[config.mk]
export PLATFORM = sky130hd
export DESIGN_NAME = branch_target_predictor
export DESIGN_NICKNAME = d
export VERILOG_FILES = /design/src/rtl/branch_target_predictor_pkg.sv /design/src/rtl/branch_target_predictor_btb_table.sv /design/src/rtl/branch_target_predictor.sv
export SDC_FILE = /design/constraint.sdc
export NUM_CORES = 2
export LEC_CHECK = 0
export CAP_MARGIN = 10
export CORE_UTILIZATION = 35
export CTS_CLUSTER_DIAMETER = 30
export DETAILED_ROUTE_END_ITERATION = 12
export PLACE_DENSITY = 0.59
export SLEW_MARGIN = 20
export SYNTH_ARGS = -nofsm -noshare
export SYNTH_HDL_FRONTEND = slang
export SYNTH_HIERARCHICAL = 1
export SYNTH_SLANG_ARGS = --single-unit
[constraint.sdc]
create_clock -name clock -period 8.21 [get_ports clock]
set_input_delay 2.0525 -clock clock [delete_from_list [all_inputs] [get_ports clock]]
set_output_delay 2.0525 -clock clock [all_outputs]
set_load 0.02 [all_outputs]
[src/rtl/branch_target_predictor_pkg.sv]
// Shared definitions for the branch target predictor: opcodes, counter
// encodings and the conditional-branch decode.
package branch_target_predictor_pkg;

  localparam logic [5:0] OP_BEQ  = 6'b000100;
  localparam logic [5:0] OP_BNE  = 6'b000101;
  localparam logic [5:0] OP_BGTZ = 6'b000111;

  typedef enum logic [1:0] {
    SNT = 2'b00,
    WNT = 2'b01,
    WT  = 2'b10,
    ST  = 2'b11
  } ctr_e;

  // Only conditional branches are predicted; jumps never are.
  function automatic logic is_branch(input logic [5:0] opcode);
    return (opcode == OP_BEQ) || (opcode == OP_BNE) || (opcode == OP_BGTZ);
  endfunction

endpackage

[src/rtl/branch_target_predictor_btb_table.sv]
// Direct-mapped BTB storage: two asynchronous read ports (fetch lookup and
// ID-stage training lookup), one synchronous write port, asynchronous clear.
module btb_table
  import branch_target_predictor_pkg::*;
#(
  parameter int ENTRIES = 16,
  parameter int IDX_W   = 4,
  parameter int TAG_W   = 26
) (
  input  logic             clock,
  input  logic             reset_n,
  input  logic [IDX_W-1:0] rd_idx,
  output logic             rd_valid,
  output logic [TAG_W-1:0] rd_tag,
  output logic [31:0]      rd_target,
  output ctr_e             rd_ctr,
  input  logic [IDX_W-1:0] up_idx,
  output logic             up_valid,
  output logic [TAG_W-1:0] up_tag,
  output logic [31:0]      up_target,
  output ctr_e             up_ctr,
  input  logic             wr_en,
  input  logic [IDX_W-1:0] wr_idx,
  input  logic [TAG_W-1:0] wr_tag,
  input  logic [31:0]      wr_target,
  input  ctr_e             wr_ctr
);

  logic             valid_q  [ENTRIES];
  logic [TAG_W-1:0] tag_q    [ENTRIES];
  logic [31:0]      target_q [ENTRIES];
  ctr_e             ctr_q    [ENTRIES];

  // Reads see pre-write contents; a same-cycle write lands at the edge.
  assign rd_valid  = valid_q[rd_idx];
  assign rd_tag    = tag_q[rd_idx];
  assign rd_target = target_q[rd_idx];
  assign rd_ctr    = ctr_q[rd_idx];
  assign up_valid  = valid_q[up_idx];
  assign up_tag    = tag_q[up_idx];
  assign up_target = target_q[up_idx];
  assign up_ctr    = ctr_q[up_idx];

  // Storage: clear to invalid / weakly-not-taken on reset, write one entry per update.
  always_ff @(posedge clock or negedge reset_n) begin
    if (!reset_n) begin
      for (int i = 0; i < ENTRIES; i++) begin
        valid_q[i]  <= 1'b0;
        tag_q[i]    <= '0;
        target_q[i] <= '0;
        ctr_q[i]    <= WNT;
      end
    end else if (wr_en) begin
      valid_q[wr_idx]  <= 1'b1;
      tag_q[wr_idx]    <= wr_tag;
      target_q[wr_idx] <= wr_target;
      ctr_q[wr_idx]    <= wr_ctr;
    end
  end

endmodule

[src/rtl/branch_target_predictor.sv]
// Fetch-side branch predictor: same-cycle BTB lookup in IF, prediction carried
// into ID with the IF/ID register, training and mispredict flagging in ID.
module branch_target_predictor
  import branch_target_predictor_pkg::*;
#(
  parameter int ENTRIES = 16,
  parameter int IDX_W   = $clog2(ENTRIES),
  parameter int TAG_W   = 32 - IDX_W - 2
) (
  input  logic        clock,
  input  logic        reset_n,
  input  logic [31:0] if_pc,
  input  logic [31:0] if_inst,
  input  logic        if_id_write,
  input  logic        if_id_flush,
  input  logic        id_taken,
  input  logic [31:0] id_target,
  output logic        pred_taken,
  output logic [31:0] pred_pc,
  output logic        id_pred_taken,
  output logic        id_is_branch,
  output logic [31:0] id_pc,
  output logic        mispredict,
  output logic [31:0] branch_cnt,
  output logic [31:0] mispred_cnt
);

  logic             rd_valid, up_valid, wr_en, if_branch, hit, up_hit, update;
  logic [TAG_W-1:0] rd_tag, up_tag, if_tag, id_tag;
  logic [IDX_W-1:0] if_idx, id_idx;
  logic [31:0]      rd_target, up_target, wr_target;
  ctr_e             rd_ctr, up_ctr, wr_ctr;

  logic        id_pred_taken_q, id_pred_taken_d;
  logic        id_is_branch_q, id_is_branch_d;
  logic [31:0] id_pc_q, id_pc_d;
  logic [31:0] branch_cnt_q, branch_cnt_d;
  logic [31:0] mispred_cnt_q, mispred_cnt_d;

  logic unused_bits;
  assign unused_bits = ^{if_inst[25:0], if_pc[1:0], id_pc_q[1:0]};

  assign if_idx    = if_pc[IDX_W+1:2];
  assign if_tag    = if_pc[31:IDX_W+2];
  assign id_idx    = id_pc_q[IDX_W+1:2];
  assign id_tag    = id_pc_q[31:IDX_W+2];
  assign if_branch = is_branch(if_inst[31:26]);

  btb_table #(.ENTRIES(ENTRIES), .IDX_W(IDX_W), .TAG_W(TAG_W)) u_table (
    .clock     (clock),
    .reset_n   (reset_n),
    .rd_idx    (if_idx),
    .rd_valid  (rd_valid),
    .rd_tag    (rd_tag),
    .rd_target (rd_target),
    .rd_ctr    (rd_ctr),
    .up_idx    (id_idx),
    .up_valid  (up_valid),
    .up_tag    (up_tag),
    .up_target (up_target),
    .up_ctr    (up_ctr),
    .wr_en     (wr_en),
    .wr_idx    (id_idx),
    .wr_tag    (id_tag),
    .wr_target (wr_target),
    .wr_ctr    (wr_ctr)
  );

  // IF lookup: predict taken only for a tag-matching conditional branch with ctr MSB set.
  assign hit        = rd_valid && (rd_tag == if_tag) && if_branch;
  assign pred_taken = hit && rd_ctr[1];
  assign pred_pc    = pred_taken ? rd_target : (if_pc + 32'd4);

  // A branch trains once, on the edge it leaves ID; a stall holds it in place.
  assign update     = id_is_branch_q && if_id_write;
  assign mispredict = id_is_branch_q && (id_pred_taken_q != id_taken);
  assign up_hit     = up_valid && (up_tag == id_tag);

  // Training write: saturating counter step on a hit, weakly-taken allocate on a taken miss.
  always_comb begin
    wr_en     = 1'b0;
    wr_target = up_target;
    wr_ctr    = up_ctr;
    if (update) begin
      if (up_hit) begin
        wr_en = 1'b1;
        if (id_taken) begin
          wr_target = id_target;
          wr_ctr    = (up_ctr == ST) ? ST : ctr_e'(up_ctr + 2'd1);
        end else begin
          wr_ctr    = (up_ctr == SNT) ? SNT : ctr_e'(up_ctr - 2'd1);
        end
      end else if (id_taken) begin
        wr_en     = 1'b1;
        wr_target = id_target;
        wr_ctr    = WT;
      end
    end
  end

  // IF/ID next state: flush clears the branch info but keeps the PC; write=0 holds.
  always_comb begin
    id_pred_taken_d = id_pred_taken_q;
    id_is_branch_d  = id_is_branch_q;
    id_pc_d         = id_pc_q;
    if (if_id_flush) begin
      id_pred_taken_d = 1'b0;
      id_is_branch_d  = 1'b0;
    end else if (if_id_write) begin
      id_pred_taken_d = pred_taken;
      id_is_branch_d  = if_branch;
      id_pc_d         = if_pc;
    end
  end

  // Statistics next state: saturating counts of trained and mispredicted branches.
  always_comb begin
    branch_cnt_d  = branch_cnt_q;
    mispred_cnt_d = mispred_cnt_q;
    if (update) begin
      if (branch_cnt_q != 32'hFFFF_FFFF) branch_cnt_d = branch_cnt_q + 32'd1;
      if (mispredict && (mispred_cnt_q != 32'hFFFF_FFFF)) mispred_cnt_d = mispred_cnt_q + 32'd1;
    end
  end

  // Pipeline and statistics registers.
  always_ff @(posedge clock or negedge reset_n) begin
    if (!reset_n) begin
      id_pred_taken_q <= 1'b0;
      id_is_branch_q  <= 1'b0;
      id_pc_q         <= '0;
      branch_cnt_q    <= '0;
      mispred_cnt_q   <= '0;
    end else begin
      id_pred_taken_q <= id_pred_taken_d;
      id_is_branch_q  <= id_is_branch_d;
      id_pc_q         <= id_pc_d;
      branch_cnt_q    <= branch_cnt_d;
      mispred_cnt_q   <= mispred_cnt_d;
    end
  end

  assign id_pred_taken = id_pred_taken_q;
  assign id_is_branch  = id_is_branch_q;
  assign id_pc         = id_pc_q;
  assign branch_cnt    = branch_cnt_q;
  assign mispred_cnt   = mispred_cnt_q;

endmodule

* After elaboration in Yosys (flattened, before gate mapping) *
Index checks and enable logic that the tools add are counted.

operators by class
  $add $sub $neg = 5
  magnitude comparators = 3
  equality and inequality tests = 9
  muxes and demuxes = 51
  bitwise logic cells = 4
  reductions and logical operators = 15

operators by type and width
  cell                                                                   number
  512-bit bitwise mux                                                    1
  416-bit bitwise mux                                                    1
  32-bit binary-select mux with 4-bit select                             2
  32-bit two-way mux                                                     8
  26-bit binary-select mux with 4-bit select                             2
  26-bit two-way mux                                                     5
  32-bit demux with 4-bit select                                         1
  26-bit demux with 4-bit select                                         1
  32-bit by 1-bit adder with 32-bit output, second input constant        2
  32-bit inequality test, second input constant                          2
  26-bit equality test                                                   2
  32-bit by 3-bit adder with 32-bit output, second input constant        1
  32-bit bitwise mux                                                     1
  2-bit two-way mux                                                      11
  6-bit by 3-bit equality test with 1-bit output, second input constant  3
  2-bit binary-select mux with 4-bit select                              2
  16-bit bitwise OR                                                      1
  1-bit two-way mux                                                      12
  5-bit >= comparator, second input constant                             2
  4-bit inverter with 5-bit output                                       2
  1-bit binary-select mux with 4-bit select                              2
  2-bit demux with 4-bit select                                          1
  1-bit logical AND                                                      8
  2-bit AND reduction                                                    3
  other kinds (10)                                                       11

storage, ports and cells
  register bits after elaboration = 1074
  input port bits = 101
  output and inout port bits = 132
  logic and storage cells = 156

* Depth between registers and ports, before layout *
  depth in word-level cells = 10
  depth in mapped cells = 16
  depth with buffers taken out = 11

* By module *
The synthesis kept the hierarchy.

modules (own cells, without submodules)
  module                   times used  cells each  area each (um^2)  seq. area each (um^2)
  btb_table                1           3162        50325.8           24443.4
  branch_target_predictor  1           621         6361.1            2452.4

* Worst setup path after synthesis *
No wires, ideal clock.

  kind = input port to output port
  start = input port if_pc[2]
  end = output port pred_pc[2]
  arrival = 5122 ps
  data required time = 6157 ps
  setup slack = 1035 ps
  stages on the path = 12
  buffers on the path = 4
  cells stage by stage = buf_2 > buf_4 > buf_2 > mux4_2 > a22oi_1 > nand2_1 > xor2_1 > nor4_1 > nand4_1 > nor4_4 > buf_6 > mux2i_1

on the way
  cells in the longest elaborated chain, start to end = 9
  elaborated cells on any way between the ends = 19
  classes of those cells = 1 x add/sub; 1 x eq/ne; 13 x mux; 1 x bitwise; 3 x reduce/logical

RTL lines
  item                                                    RTL line                                 RTL
  start: declaration                                      branch_target_predictor.sv:12            input logic [31:0] if_pc,
  4-bit inverter with 5-bit output (not written as such)  branch_target_predictor_btb_table.sv:36  assign rd_tag = tag_q[rd_idx];
  26-bit binary-select mux with 4-bit select              branch_target_predictor_btb_table.sv:36
  26-bit two-way mux (not written as such) (2 in a row)   branch_target_predictor_btb_table.sv:36
  named net rd_tag[23]                                    branch_target_predictor.sv:29            logic [TAG_W-1:0] rd_tag, up_tag, if_tag, id_tag;
  26-bit equality test                                    branch_target_predictor.sv:70            assign hit = rd_valid && (rd_tag == if_tag) && if_branch;
  1-bit logical AND (2 in a row)                          branch_target_predictor.sv:70
  1-bit logical AND                                       branch_target_predictor.sv:71            assign pred_taken = hit && rd_ctr[1];
  named net pred_taken                                    branch_target_predictor.sv:18            output logic pred_taken,
  32-bit two-way mux                                      branch_target_predictor.sv:72            assign pred_pc = pred_taken ? rd_target : (if_pc + 32'd4);
  end: declaration                                        branch_target_predictor.sv:19            output logic [31:0] pred_pc,

The timed path passes the listed nets, and every way through them passes these cells. The select of a mux whose other input is x is not followed.

* Worst setup path after layout *
  start = input port if_pc[4]
  end = output port pred_pc[2]

on the way
  cells in the longest elaborated chain, start to end = 9
  elaborated cells on any way between the ends = 18
  classes of those cells = 1 x eq/ne; 13 x mux; 1 x bitwise; 3 x reduce/logical

RTL lines
  item                                                    RTL line
  4-bit inverter with 5-bit output (not written as such)  branch_target_predictor_btb_table.sv:36
  26-bit binary-select mux with 4-bit select              branch_target_predictor_btb_table.sv:36
  26-bit two-way mux (not written as such) (2 in a row)   branch_target_predictor_btb_table.sv:36
  named net rd_tag[1]                                     branch_target_predictor.sv:29
  26-bit equality test                                    branch_target_predictor.sv:70
  1-bit logical AND (2 in a row)                          branch_target_predictor.sv:70
  1-bit logical AND                                       branch_target_predictor.sv:71
  32-bit two-way mux                                      branch_target_predictor.sv:72

The timed path passes the listed nets, and every way through them passes these cells. The select of a mux whose other input is x is not followed.

==> flow_summary.yaml <==
run_status:
  status: "finished clean"
timing:
  hold_viol_final: 0
  fmax_ghz: 0.125
  report.final.slew_viol_count: 0
  relSlewSlack_pct: 23.8
  setup_violations: 0
  rsz0062_at_grt: "no"
  layout_min_cycle_time_ns: 8.02
  tightest_slew_ns: 1.14
  post-route-period-util_pct: 97.6
  fin_skew_ns: 0.0832
  fin_ws_ns: 0.194
  setup-tns-final_ns: 0
place:
  gp_congestion: 0.810
  pre_cts_slack_ns: -0.106
  hpwlAfterDp_um: 104000
  placed_area_sq_mm: 0.0615
  io_buffer_count: 206
power_and_ir_drop:
  p_leak_nw: 32.7
  pwr-share-clk_pct: 61.8
  p_int_mw: 13.5
  netSwitchingFraction_pct: 23.5
  comb_power_share_pct: 7.0
  p_switching_mw: 4.15
  powerDensity_mw_per_mm2: 248
  p_seq_share_pct: 31.3
  peakVddDrop_v: 0.000220
global_routing:
  grt_usage_pct: 22.0
  grt_pass1_wl_um: 265000
  grt_antenna_before_repair: 7
  grt_pass1_vias: 38900
  grt_max_degree: 179
  gr-total-overflow: 0
clock_tree:
  clkTransAtPathRegs_ns: 0.04
  cts-buffers-inserted: 277
  htree_levels: 5
  clkSinkCount: 1074
  cts-root-buf: "clkbuf_16"
  cts_buffer_depth: 4
  tritoncts: "done"
  holdBufCountCts: 0
  clkLatencyLatePin_ns: 0.89
worst_setup_path:
  critPathKind: "in2out"
  critPathArrivalTime_ns: 5.96
  r2r_cells: 13
  cp-start-kind: "input port"
  reg2reg_slack_ns: 1.77
  rr_startpoint: "id_pc[3]$_DFFE_PN0P_"
  timing.rr.end: "u_table/tag_q[324]$_DFFE_PN0P_"
  worstPathMaxFanout: 16
  cp-end-kind: "output pin"
  crit_required_ns: 6.16
hold_path:
  hold_end: "branch_cnt[27]$_DFFE_PN0P_"
  hold_path.class: "reg2reg"
  min-delay-start: "branch_cnt[27]$_DFFE_PN0P_"
  hold_depth: 1
detailed_routing:
  wirelength_um: 179000
  drtIter0Drc: 3194
  num_vias: 37200
  detail_route.vias_per_cell: 5.79
  ant_nets: 0
  wl_per_cell_um: 27.8
  drt_pass1_iterations: 7
  drc: 0
final_layout:
  stdcell_area_sq_mm: 0.0710
  layout.nets: 4172
  fillers: 14200
  drive_gt1_share_pct: 46.8
  areaGrowthSynthToFinish_pct: 25.6
  fin_util_pct: 44.2
synth:
  syn_area_sq_mm: 0.0566
  syn_nets: 3880
  avgSynthCellArea_sq_um: 15.0
  synthCells: 3776
  yosys_warnings: 6
die:
  die_h_um: 404
  rows: 147
  ios: 233
  die_area_sq_mm: 0.163
  core_area_sq_mm: 0.161
  initial_core_util_pct: 35.2
  fp.dieW_um: 404
job:
  maxCapViolCount: 0
state kept, by name, indices dropped and copies added (netlist names):
signal,flops
mispred_cnt,32
u_table/valid_q,16
branch_cnt,32
id_pred_taken,1
id_is_branch,1
u_table/target_q,512
u_table/ctr_q,32
u_table/tag_q,416
id_pc,32
worst max-delay path by stage:
stage,start,to,slack (ns),cells after the start
after global placement,if_pc[2],pred_pc[19],-0.12,14
after floorplan,if_pc[2],pred_pc[2],1.04,12
final,if_pc[4],pred_pc[2],0.19,16
after global routing,if_pc[2],pred_pc[2],0.02,15
after CTS,if_pc[2],pred_pc[19],0.09,14
after detailed placement,if_pc[2],pred_pc[19],-0.11,14
through the flow:
| step | total power, mW | hold slack [ns] | std cells |
|---|---|---|---|
| final | 17.7 | 0.484 | 6425 |
| after global placement | 6.82 | 0.468 | 5945 |
| after floorplan | 6.17 | 0.446 | 3776 |
| after detailed placement | 6.83 | 0.475 | 5945 |
| after global routing | 18.2 | 0.491 | 6424 |
| after CTS | 17.8 | 0.486 | 6420 |
cells in the final DEF (no fill, tap or decap), types with 34 or more instances in the layout:
master,n
dfrtp_1,1056
clkbuf_1,36
xor2_1,73
mux2_2,862
nand2_1,168
mux4_2,484
a22oi_1,242
clkinv_2,34
buf_12,37
clkbuf_8,37
clkbuf_16,289
xnor2_1,69
nand3_1,40
buf_4,107
clkdlybuf4s50_1,172
nand4_1,41
mux2_1,195
critical path, stage by stage:
cell and delay (ns):
clkdlybuf4s50_1 0.44, buf_4 0.20, and2_4 0.22, buf_12 0.16, a22oi_1 0.21, nand2_1 0.12
xor2_1 0.19, nor4_2 0.38, buf_4 0.17, nand4_1 0.18, buf_4 0.22, nor4_4 0.18
buf_6 0.21, buf_8 0.19, mux2i_1 0.20, clkdlybuf4s50_1 0.63
power by group through the flow:
stage	logic, mW	clock network (mW)	registers (mW)
after global routing	1.29	11.4	5.53
final	1.23	10.9	5.52
after floorplan	0.633	0	5.54
after global placement	1.23	0	5.59
after CTS	1.24	11.1	5.52
after detailed placement	1.24	0	5.59
per-layer routing:
metal	up-vias	part of all wire (%)	track usage, %
met1	20100	44	31.1
met2	1502	45	33.1
li1	15300	-	-
met5	-	0.020	0
met4	6	2.6	6.90
met3	327	8.4	5.53
timing repair:
action / 4_1_cts / 5_1_grt
buffers inserted: 0 / 2
pin swaps: 0 / 2
cloned: 0 / 1
endpoints found under the setup margin: 32 / 32
resized for setup: 2 / 35
layout make-up:
class                           count  area, sq um  share of cell area (%)
Multi-Input combinational cell   2347        28200                    39.7
Sequential cell                  1074        26900                    37.9
Clock buffer                      361         7850                    11.1
Timing Repair Buffer              354         3770                    5.31
Tap cell                         2160         2700                    3.80
Clock inverter                    114         1550                    2.18
Inverter                           14         52.6                  0.0740
Antenna cell                        1         2.50                 0.00352
No activity file was read; power rests on OpenSTA's default activity.
